--- src/rtl/timer_digit_loader_pkg.sv ---
// Shared constants and debouncer state encoding for the timer digit loader.
package timer_digit_loader_pkg;

    localparam int BCD_W      = 4;
    localparam int MAX_DIGIT  = 9;
    localparam int NUM_DIGITS = 4;
    localparam int CNT_W      = 4;

    typedef enum logic [1:0] {
        ST_IDLE     = 2'd0,
        ST_DEBOUNCE = 2'd1,
        ST_HELD     = 2'd2,
        ST_RELEASE  = 2'd3
    } kd_state_t;

endpackage

--- src/rtl/key_debouncer.sv ---
// Keypad press/release debouncer; emits a one-cycle press_accept strobe.
//   state       | meaning
//   ST_IDLE     | waiting for an enabled key press
//   ST_DEBOUNCE | key seen, counting stable high samples
//   ST_HELD     | press accepted, waiting for key release
//   ST_RELEASE  | key low, counting stable low samples
module key_debouncer
    import timer_digit_loader_pkg::*;
#(
    parameter int DEBOUNCE_CYCLES = 4
) (
    input  logic clock,
    input  logic resetn,
    input  logic key_valid,
    input  logic enablen,
    output logic press_accept
);

    localparam logic [CNT_W-1:0] CNT_LAST = CNT_W'(DEBOUNCE_CYCLES);

    kd_state_t        state_q, state_d;
    logic [CNT_W-1:0] cnt_q, cnt_d;

    always_ff @(posedge clock or negedge resetn) begin
        if (!resetn) begin
            state_q <= ST_IDLE;
            cnt_q   <= '0;
        end else begin
            state_q <= state_d;
            cnt_q   <= cnt_d;
        end
    end

    always_comb begin
        state_d      = state_q;
        cnt_d        = cnt_q;
        press_accept = 1'b0;
        case (state_q)
            ST_IDLE: begin
                if (!enablen && key_valid) begin
                    state_d = ST_DEBOUNCE;
                    cnt_d   = CNT_W'(1);
                end
            end
            ST_DEBOUNCE: begin
                if (!key_valid || enablen) begin
                    state_d = ST_IDLE;
                    cnt_d   = '0;
                end else if (cnt_q >= CNT_LAST) begin
                    state_d      = ST_HELD;
                    cnt_d        = '0;
                    press_accept = 1'b1;
                end else begin
                    cnt_d = cnt_q + CNT_W'(1);
                end
            end
            ST_HELD: begin
                // enablen is deliberately ignored until the key is released
                if (!key_valid) begin
                    state_d = ST_RELEASE;
                    cnt_d   = CNT_W'(1);
                end
            end
            ST_RELEASE: begin
                if (key_valid) begin
                    state_d = ST_HELD;
                    cnt_d   = '0;
                end else if (cnt_q >= CNT_LAST) begin
                    state_d = ST_IDLE;
                    cnt_d   = '0;
                end else begin
                    cnt_d = cnt_q + CNT_W'(1);
                end
            end
            default: begin
                state_d = ST_IDLE;
                cnt_d   = '0;
            end
        endcase
    end

endmodule

--- src/rtl/timer_digit_loader.sv ---
// Loads debounced keypad digits into an MM:SS shift register with count and pulses.
module timer_digit_loader
    import timer_digit_loader_pkg::*;
#(
    parameter int DEBOUNCE_CYCLES = 4
) (
    input  logic             clock,
    input  logic             resetn,
    input  logic [BCD_W-1:0] D,
    input  logic             key_valid,
    input  logic             enablen,
    input  logic             clear,
    output logic [BCD_W-1:0] sec_ones,
    output logic [BCD_W-1:0] sec_tens,
    output logic [BCD_W-1:0] min_ones,
    output logic [BCD_W-1:0] min_tens,
    output logic [2:0]       digit_count,
    output logic             full,
    output logic             new_digit,
    output logic             err_digit
);

    logic press_accept;

    key_debouncer #(
        .DEBOUNCE_CYCLES(DEBOUNCE_CYCLES)
    ) u_key_debouncer (
        .clock       (clock),
        .resetn      (resetn),
        .key_valid   (key_valid),
        .enablen     (enablen),
        .press_accept(press_accept)
    );

    assign full = (digit_count == 3'(NUM_DIGITS));

    always_ff @(posedge clock or negedge resetn) begin
        if (!resetn) begin
            sec_ones    <= '0;
            sec_tens    <= '0;
            min_ones    <= '0;
            min_tens    <= '0;
            digit_count <= '0;
            new_digit   <= 1'b0;
            err_digit   <= 1'b0;
        end else begin
            new_digit <= 1'b0;
            err_digit <= 1'b0;
            // clear overrides a press landing on the same edge
            if (clear) begin
                sec_ones    <= '0;
                sec_tens    <= '0;
                min_ones    <= '0;
                min_tens    <= '0;
                digit_count <= '0;
            end else if (press_accept && !full) begin
                if (D > BCD_W'(MAX_DIGIT)) begin
                    err_digit <= 1'b1;
                end else begin
                    min_tens    <= min_ones;
                    min_ones    <= sec_tens;
                    sec_tens    <= sec_ones;
                    sec_ones    <= D;
                    digit_count <= digit_count + 3'd1;
                    new_digit   <= 1'b1;
                end
            end
        end
    end

endmodule

--- config.mk ---
export PLATFORM = sky130hd
export DESIGN_NAME = timer_digit_loader
export DESIGN_NICKNAME = d
export VERILOG_FILES = /design/src/rtl/timer_digit_loader_pkg.sv /design/src/rtl/key_debouncer.sv /design/src/rtl/timer_digit_loader.sv
export SDC_FILE = /design/constraint.sdc
export NUM_CORES = 1
export LEC_CHECK = 0
export CAP_MARGIN = 20
export CORE_AREA = 2 2 55 57
export DETAILED_ROUTE_END_ITERATION = 8
export DIE_AREA = 0 0 57 59
export PLACE_DENSITY = 0.76
export RECOVER_POWER = 100
export SLEW_MARGIN = 10
export SYNTH_ARGS = -nofsm -noshare
export SYNTH_HDL_FRONTEND = slang
export SYNTH_SLANG_ARGS = --single-unit
export TNS_END_PERCENT = 5
--- constraint.sdc ---
create_clock -name clock -period 2.6 [get_ports clock]
set_clock_uncertainty 0.15 [all_clocks]
set_input_delay 0.78 -clock clock [delete_from_list [all_inputs] [get_ports clock]]
set_output_delay 0.78 -clock clock [all_outputs]
set_load 0.02 [all_outputs]
# After elaboration in Yosys (flattened, before gate mapping)
# Index checks and enable logic that the tools add are counted.
# totals
register_bits	27
in_bits	9
out_inout_bits	22
# op_classes
addsub	2
n_lt_le_gt_ge	2
n_eq_ne	9
n_mux	37
reduce_logical	11
# ops
operator	n
$mux W4	17
$pmux W4 S4	1
$mux W2	6
$mux W1	9
$mux W3	3
$pmux W2 S4	1
$add A4 B1 Y4 const B	1
$eq A2 B2 Y1 const B	2
$ge A4 B3 Y1 const B	1
$gt A4 B4 Y1 const B	1
$ne A2 B2 Y1 const B	2
$reduce_and A2 Y1	2
$reduce_and A4 Y1	1
$add A3 B1 Y3 const B	1
$eq A3 B3 Y1 const B	1
$logic_not A1 Y1	3
$ne A3 B1 Y1 const B	1
$ne A3 B2 Y1 const B	1
$eq A2 B1 Y1 const B	1
$logic_and A1 B1 Y1	2
$logic_not A2 Y1	1
$ne A2 B1 Y1 const B	1
$reduce_bool A2 Y1	1
$logic_or A1 B1 Y1	1

# Logic depth before layout (Yosys ltp)
# Gate-level depths: netlist of run 1.
# logic_depth
word_depth	7
ltp_mapped	6
depth_no_buf	5

# By module
# A second synthesis of run 1 with hierarchy kept.
# hier_totals
cells_unflattened	110
hier_area_um2	1285.0
# modules_own_cells
mod	instances	cells_each	area_each_um2	seq_area_each_um2
timer_digit_loader	1	84	992.2	525.5
key_debouncer	1	26	292.8	150.1

# Least setup slack after synthesis of run 1
# OpenSTA, ideal clock, no wires.
# synth_timing
path_kind	input-to-reg
from	in D[2]
to	reg digit_count[0]
t_arrival_ns	1.653
required_time_ns	2.325
setup_slack_ns	0.672
path_stages	4
cell_sequence	o21ai_1 and4_1 buf_6 mux2_4
# synth_between
elab_chain_cells	3
# synth_rtl
item	line	rtl
start, declared	timer_digit_loader.sv:9	input logic [BCD_W-1:0] D,
$gt A4 B4 Y1	timer_digit_loader.sv:57	if (D > BCD_W'(MAX_DIGIT)) begin
$ne A2 B2 Y1 (no source line)	--	
$reduce_and A2 Y1 (no source line)	--	
end signal, assigned	timer_digit_loader.sv:64	digit_count <= digit_count + 3'd1;
end, declared	timer_digit_loader.sv:17	output logic [2:0] digit_count,
# No other way between the ends.
# A chain may end at the register's enable or synchronous reset.

# Final worst setup path of run 1
# layout_timing
from	reg digit_count[0]
to	out digit_count[0]
# No word-level cell between the ends.

==> results.toml, run 1 <==
[status]
status = "completed"

[yosys]
netlist_instances = 112
synth.most_common_cell = "dfrtp_1"
yosysUniqueCellTypes = 27
yosys.area.top_type_share_pct = 51.92
synth.avg_cell_area_um2 = 11.62
synth-edff-count = 0
ys_seq_elements = 27
synth_ff_type = "dfrtp_1"
seq_area_frac_synth_pct = 51.92
syn_area_um2 = 1301
synth_nets = 124
post_synth_main_area_contributors = "dfrtp_1, mux2i_1, nand2b_1"
ys_async_sr_fraction_pct = 100.0
yosys.area.top_type = "dfrtp_1"
synthTopCellsByCount = "dfrtp_1, nand2b_1, mux2i_1"
yosysWarnings = 0

[global_route]
grt_antenna_before_repair = 0
grt_use_total_pct = 16.00
grt_max_degree = 28
grt_first_pass_wirelength_mm = 4.133
grt_pass1_vias = 916
grt_overflow = 0

[clocking]
ctsHoldBuffers = 0
cts_buffers = 3
root_buffer = "clkbuf_4"
cts_tree = "done"
cts_max_level = 1
cts.sinks = 27
clkLatencyLatePin_ns = 0.35
post_cts_buffers = 0
clk_pin_slew_ns = 0.16
cts_max_path_buffers = 2

[setup_path]
path_depth = 1
endpoint = "digit_count[0]"
timing.rr.end = "sec_ones[0]"
cp_max_fo = 4
end_kind = "primary output"
start_kind = "register"
timing.critical_path.from = "digit_count[0]"
slowest_stage = "dlygate4sd3_1"
rr_worst_depth = 6
crit_arrival_ns = 1.52
critical_path_class = "register to primary output"
r2r_start = "digit_count[0]"
critical_path_buf_inv_count = 1
r2r_slack_ns = 0.81
slowest_delay_ns = 0.71
crit_family = "buffers and inverters"
worstPathCellList = "dlygate4sd3_1"
worst_ep_required_time_ns = 1.67

[placed_design]
hpwl_mm = 1.840
gp_congestion = 0.7069
io_buffers = 30

[run]
maxCapViolations = 0

[routing]
drt-wirelength-per-cell_um = 13.93
routedLengthMet1_mm = 1.138
postRouteAntennaNets = 0
highest_layer = "met4"
met2_wirelength_mm = 1.183
num_vias = 911
wl_met3_um = 78
routed_wl_mm = 2.452
vias_per_cell = 5.176
drt-initial-drc-count = 12
drc_errors = 0
dr.pass1.iters = 2

[pwr]
leakage_nw = 0.8397
p_clk_share_pct = 24.8
powerDensity_nw_per_um2 = 473.4
sequentialPowerShare_pct = 61.3
comb_power_share_pct = 13.9
p_sw_share_pct = 27.67
switchingPower_uw = 214.9
peakVddDrop_uv = 400.5
internal-power_uw = 561.6

[timing]
finalMaxSlewViolations = 0
post-route-period-util_pct = 94.08
setup_viol = 0
slew_headroom_pct = 5.957
finalCriticalPeriod_ns = 2.446
rsz0062_at_grt = "false"
tns_ns = 0
worst_slew_pin_slew_ns = 1.411
hold_ws_ns = 0.4087
max_freq_mhz = 408.8
hold_viol_final = 0

[finish]
diodes = 0
syn_to_final_growth_pct = 26.06
finish.net_count = 158
drive_gt1_share_pct = 6.897

[floorplanning]
die_x_um = 57
core_area_um2 = 2710
ios = 31
rows = 19
dieArea_um2 = 3363
start_util_pct = 48.01
die_height_um = 59

[min_path]
hold_path_class = "register to register"
worst min-delay path by stage:
stage | from | to | slack, ns | depth (start not counted)
after floorplan | resetn | digit_count[0] | 0.33 | 0
after global placement | u_key_debouncer.cnt_q[0] | u_key_debouncer.cnt_q[0] | 0.36 | 1
after detailed placement | u_key_debouncer.cnt_q[0] | u_key_debouncer.cnt_q[0] | 0.38 | 1
after CTS | u_key_debouncer.cnt_q[0] | u_key_debouncer.cnt_q[0] | 0.41 | 1
after global routing | u_key_debouncer.cnt_q[0] | u_key_debouncer.cnt_q[0] | 0.43 | 1
final | min_tens[1] | min_tens[1] | 0.41 | 2
per-stage QoR:
step	instance area [µm²]	setup WS, ns	power [mW]	std cells	utilization (%)
6_report	1640	0.1540	0.7765	176	60.53
5_1_grt	1640	0.08482	0.8169	176	60.53
4_1_cts	1662	0.03348	0.7856	176	61.31
3_5_place_dp	1633	0.1235	0.5946	172	60.25
3_3_place_gp	1633	0.1559	0.5843	172	60.25
2_1_floorplan	1301	0.6723	0.5620	112	-
registers in the layout, summed over array words and instances, names as in the netlist:
register                 flops
digit_count                  3
err_digit                    1
min_ones                     4
min_tens                     4
new_digit                    1
sec_ones                     4
sec_tens                     4
u_key_debouncer.cnt_q        4
u_key_debouncer.state_q      2
power groups by stage:
stage                     clock network (mW)  logic [mW]  registers (mW)
after detailed placement                   0       0.111           0.484
final                                  0.192       0.108           0.476
after CTS                              0.199       0.111           0.476
after global routing                   0.212       0.124           0.481
after global placement                     0       0.103           0.481
after floorplan                            0      0.0900           0.472
placed cells by master (no fill, tap or decap), drive strengths merged, types with 3 or more instances in the layout:
cell type,netlist,final
dfrtp,27,27
mux2i,17,17
dlygate4sd3,0,22
nand2b,22,22
inv,6,6
nand2,4,4
clkdlybuf4s50,0,7
o21ai,3,3
ha,3,3
nor2,4,4
clkbuf,3,8
timing repair:
action / 4_1_cts / 5_1_grt
gates resized for setup: 1 / 2
pin swaps: 0 / 0
setup endpoints to repair: 1 / 1
layout make-up:
class	count	area, µm²
clock buffer	3	22.52
clock inverter	1	7.507
fill	250	1070
inverter	6	22.52
multi-input combinational	73	554.3
sequential	27	675.6
tap	31	38.79
timing repair buffer	35	319.1
metal layers:
| metal | global-route usage [%] | vias up |
|---|---|---|
| li1 | - | 448 |
| met1 | 20.96 | 440 |
| met2 | 26.11 | 18 |
| met3 | 2.402 | 5 |
| met4 | 7.973 | 0 |
| met5 | 0 | - |
logic make-up after synthesis:
kind of cell,Yosys count,share of synthesized area [%]
adders and majority gates,3,2.885
DFF,27,51.92
muxes,19,15.10
AOI/OAI and AO/OA,10,5.288
and+or+nand+nor,41,19.62
buffers and inverters,12,5.192
Power figures use the tool's default switching activity.
==> inputs of run 2 (changes only) <==
--- a/config.mk
+++ b/config.mk
@@ -6,9 +6,10 @@
 export NUM_CORES = 1
 export LEC_CHECK = 0
 export CAP_MARGIN = 20
-export CORE_AREA = 2 2 55 57
+export CORE_AREA = 5 5 58 60
 export DETAILED_ROUTE_END_ITERATION = 8
-export DIE_AREA = 0 0 57 59
+export DIE_AREA = 0 0 63 65
+export MAX_ROUTING_LAYER = met4
 export PLACE_DENSITY = 0.76
 export RECOVER_POWER = 100
 export SLEW_MARGIN = 10
==> run 2 against run 1 <==
Effect of this change:
- count of clock-buffer cells in the layout rose by 1
- sequential share of layout area fell by 0.063 points
- setup slack got worse by 0.024 ns
- combinational power fell by 5%
- non-clock buffer count did not move
- total power fell by 3.3%
- utilization fell by 3.4 points
- die area rose by 22%
==> results.toml, run 2 (synthesis results as in run 1) <==
[global_route]
grt_pass1_vias = 942
grt_overflow = 0
grt_first_pass_wirelength_mm = 4.174
grt_max_degree = 28
grt_use_total_pct = 12.69
grt_antenna_before_repair = 0

[routing]
postRouteAntennaNets = 0
routed_wl_mm = 2.371
dr.pass1.iters = 4
met2_wirelength_mm = 1.229
num_vias = 904
drc_errors = 0
wl_met3_um = 68
drt-wirelength-per-cell_um = 13.32
routedLengthMet1_mm = 1.073
highest_layer = "met3"
vias_per_cell = 5.079
drt-initial-drc-count = 12

[pwr]
leakage_nw = 0.8524
peakVddDrop_uv = 292.0
switchingPower_uw = 191.5
internal-power_uw = 559.2
powerDensity_nw_per_um2 = 457.0
finalPower_uw = 750.7
comb_power_share_pct = 13.7
sequentialPowerShare_pct = 62.8
p_clk_share_pct = 23.5
p_sw_share_pct = 25.52

[placed_design]
pre_cts_slack_ns = 0.08759
gp_congestion = 0.7187
dpl.cell_count = 174
io_buffers = 30
hpwl_mm = 1.796

[floorplanning]
die_x_um = 63
dieArea_um2 = 4095
core_area_um2 = 2878
start_util_pct = 45.22
die_height_um = 65
ios = 31
rows = 20

[finish]
final_cells = 178
diodes = 0
mostFrequentLayoutCell = "dfrtp_1"
drive_gt1_share_pct = 6.897
finish.net_count = 158
layout_common_cells = "dfrtp_1, dlygate4sd3_1, nand2b_1"
post-route-util_pct = 57.09
final.fill_count = 252
syn_to_final_growth_pct = 26.25

[setup_path]
cp_max_fo = 4
start_kind = "register"
worst_ep_required_time_ns = 1.67
crit_arrival_ns = 1.54
r2r_slack_ns = 0.73
critical_path_class = "register to primary output"
end_kind = "primary output"

[timing]
fin_ws_ns = 0.1298
tns_ns = 0
post-route-period-util_pct = 95.01
slew_headroom_pct = 56.27
rsz0062_at_grt = "false"
setup_viol = 0
finalCriticalPeriod_ns = 2.470
finalMaxSlewViolations = 0
max_freq_mhz = 404.8
worst_slew_pin_slew_ns = 0.6560
hold_viol_final = 0

[clocking]
clk_pin_slew_ns = 0.14
cts_tree = "done"
clkLatencyLatePin_ns = 0.31
root_buffer = "clkbuf_4"
cts_max_path_buffers = 2
cts_buffers = 3
cts.sinks = 27
cts_max_level = 1
post_cts_buffers = 0

[status]
status = "completed"

[run]
maxCapViolations = 0

[min_path]
hold_path_class = "register to register"
[run 2: cell count changes in the layout (fill, tap and decap cells not counted), sizes merged]
cell / delta
clkinvlp: -1
clkdlybuf4s50: -1
buf: +3
dlygate4sd2: +1
dlygate4sd3: +1
clkbuf: -3
[run 2: final cells by class]
cell class / count / area [µm²] / area share, %
sequential: 27 / 675.6 / 41.13
inverter: 6 / 22.52 / 1.371
timing repair buffer: 35 / 334.1 / 20.34
tap: 33 / 41.29 / 2.513
multi-input combinational: 73 / 543.0 / 33.05
clock buffer: 4 / 26.28 / 1.599
[run 2: final timing paths]
kind	from	endpoint	depth (start not counted)
min in group asynchronous	resetn	min_tens[1]	2
setup reg to reg	u_key_debouncer.state_q[1]	digit_count[0]	3
max in group asynchronous	resetn	sec_ones[3]	2
hold / removal	u_key_debouncer.state_q[1]	u_key_debouncer.state_q[1]	1
setup / recovery	digit_count[0]	full	5
hold reg to reg	u_key_debouncer.state_q[1]	u_key_debouncer.state_q[1]	1
[run 2: power groups by stage]
stage	Combinational, mW	Clock (mW)	Sequential, mW
after floorplan	0.0900	0	0.472
after global placement	0.103	0	0.481
after detailed placement	0.109	0	0.484
after CTS	0.109	0.187	0.476
after global routing	0.119	0.193	0.476
final	0.103	0.177	0.471
[run 2: worst max-delay path, stage by stage (launching register included)]
cell and delay [ns]:
dfrtp_1 0.45, inv_1 0.09, ha_1 0.16, nand2_1 0.08, inv_1 0.10, dlygate4sd2_1 0.34
[run 2: per-stage QoR]
stage / area, µm² / hold slack, ns
finish: 1643 / 0.3740
CTS: 1660 / 0.4170
global placement: 1635 / 0.3583
floorplan: 1301 / 0.3344
global route: 1643 / 0.4154
detailed placement: 1635 / 0.3808
[run 2: timing repair]
item,in CTS,in global routing
resized for setup,1,0
endpoints found under the setup margin,1,0
hold buffers,0,0
[run 2: routing by layer]
metal  up-vias  track usage, %
li1        447               -
met1       441           15.56
met2        16           21.41
met3         0           1.560
met4         0           4.775
met5         -               -
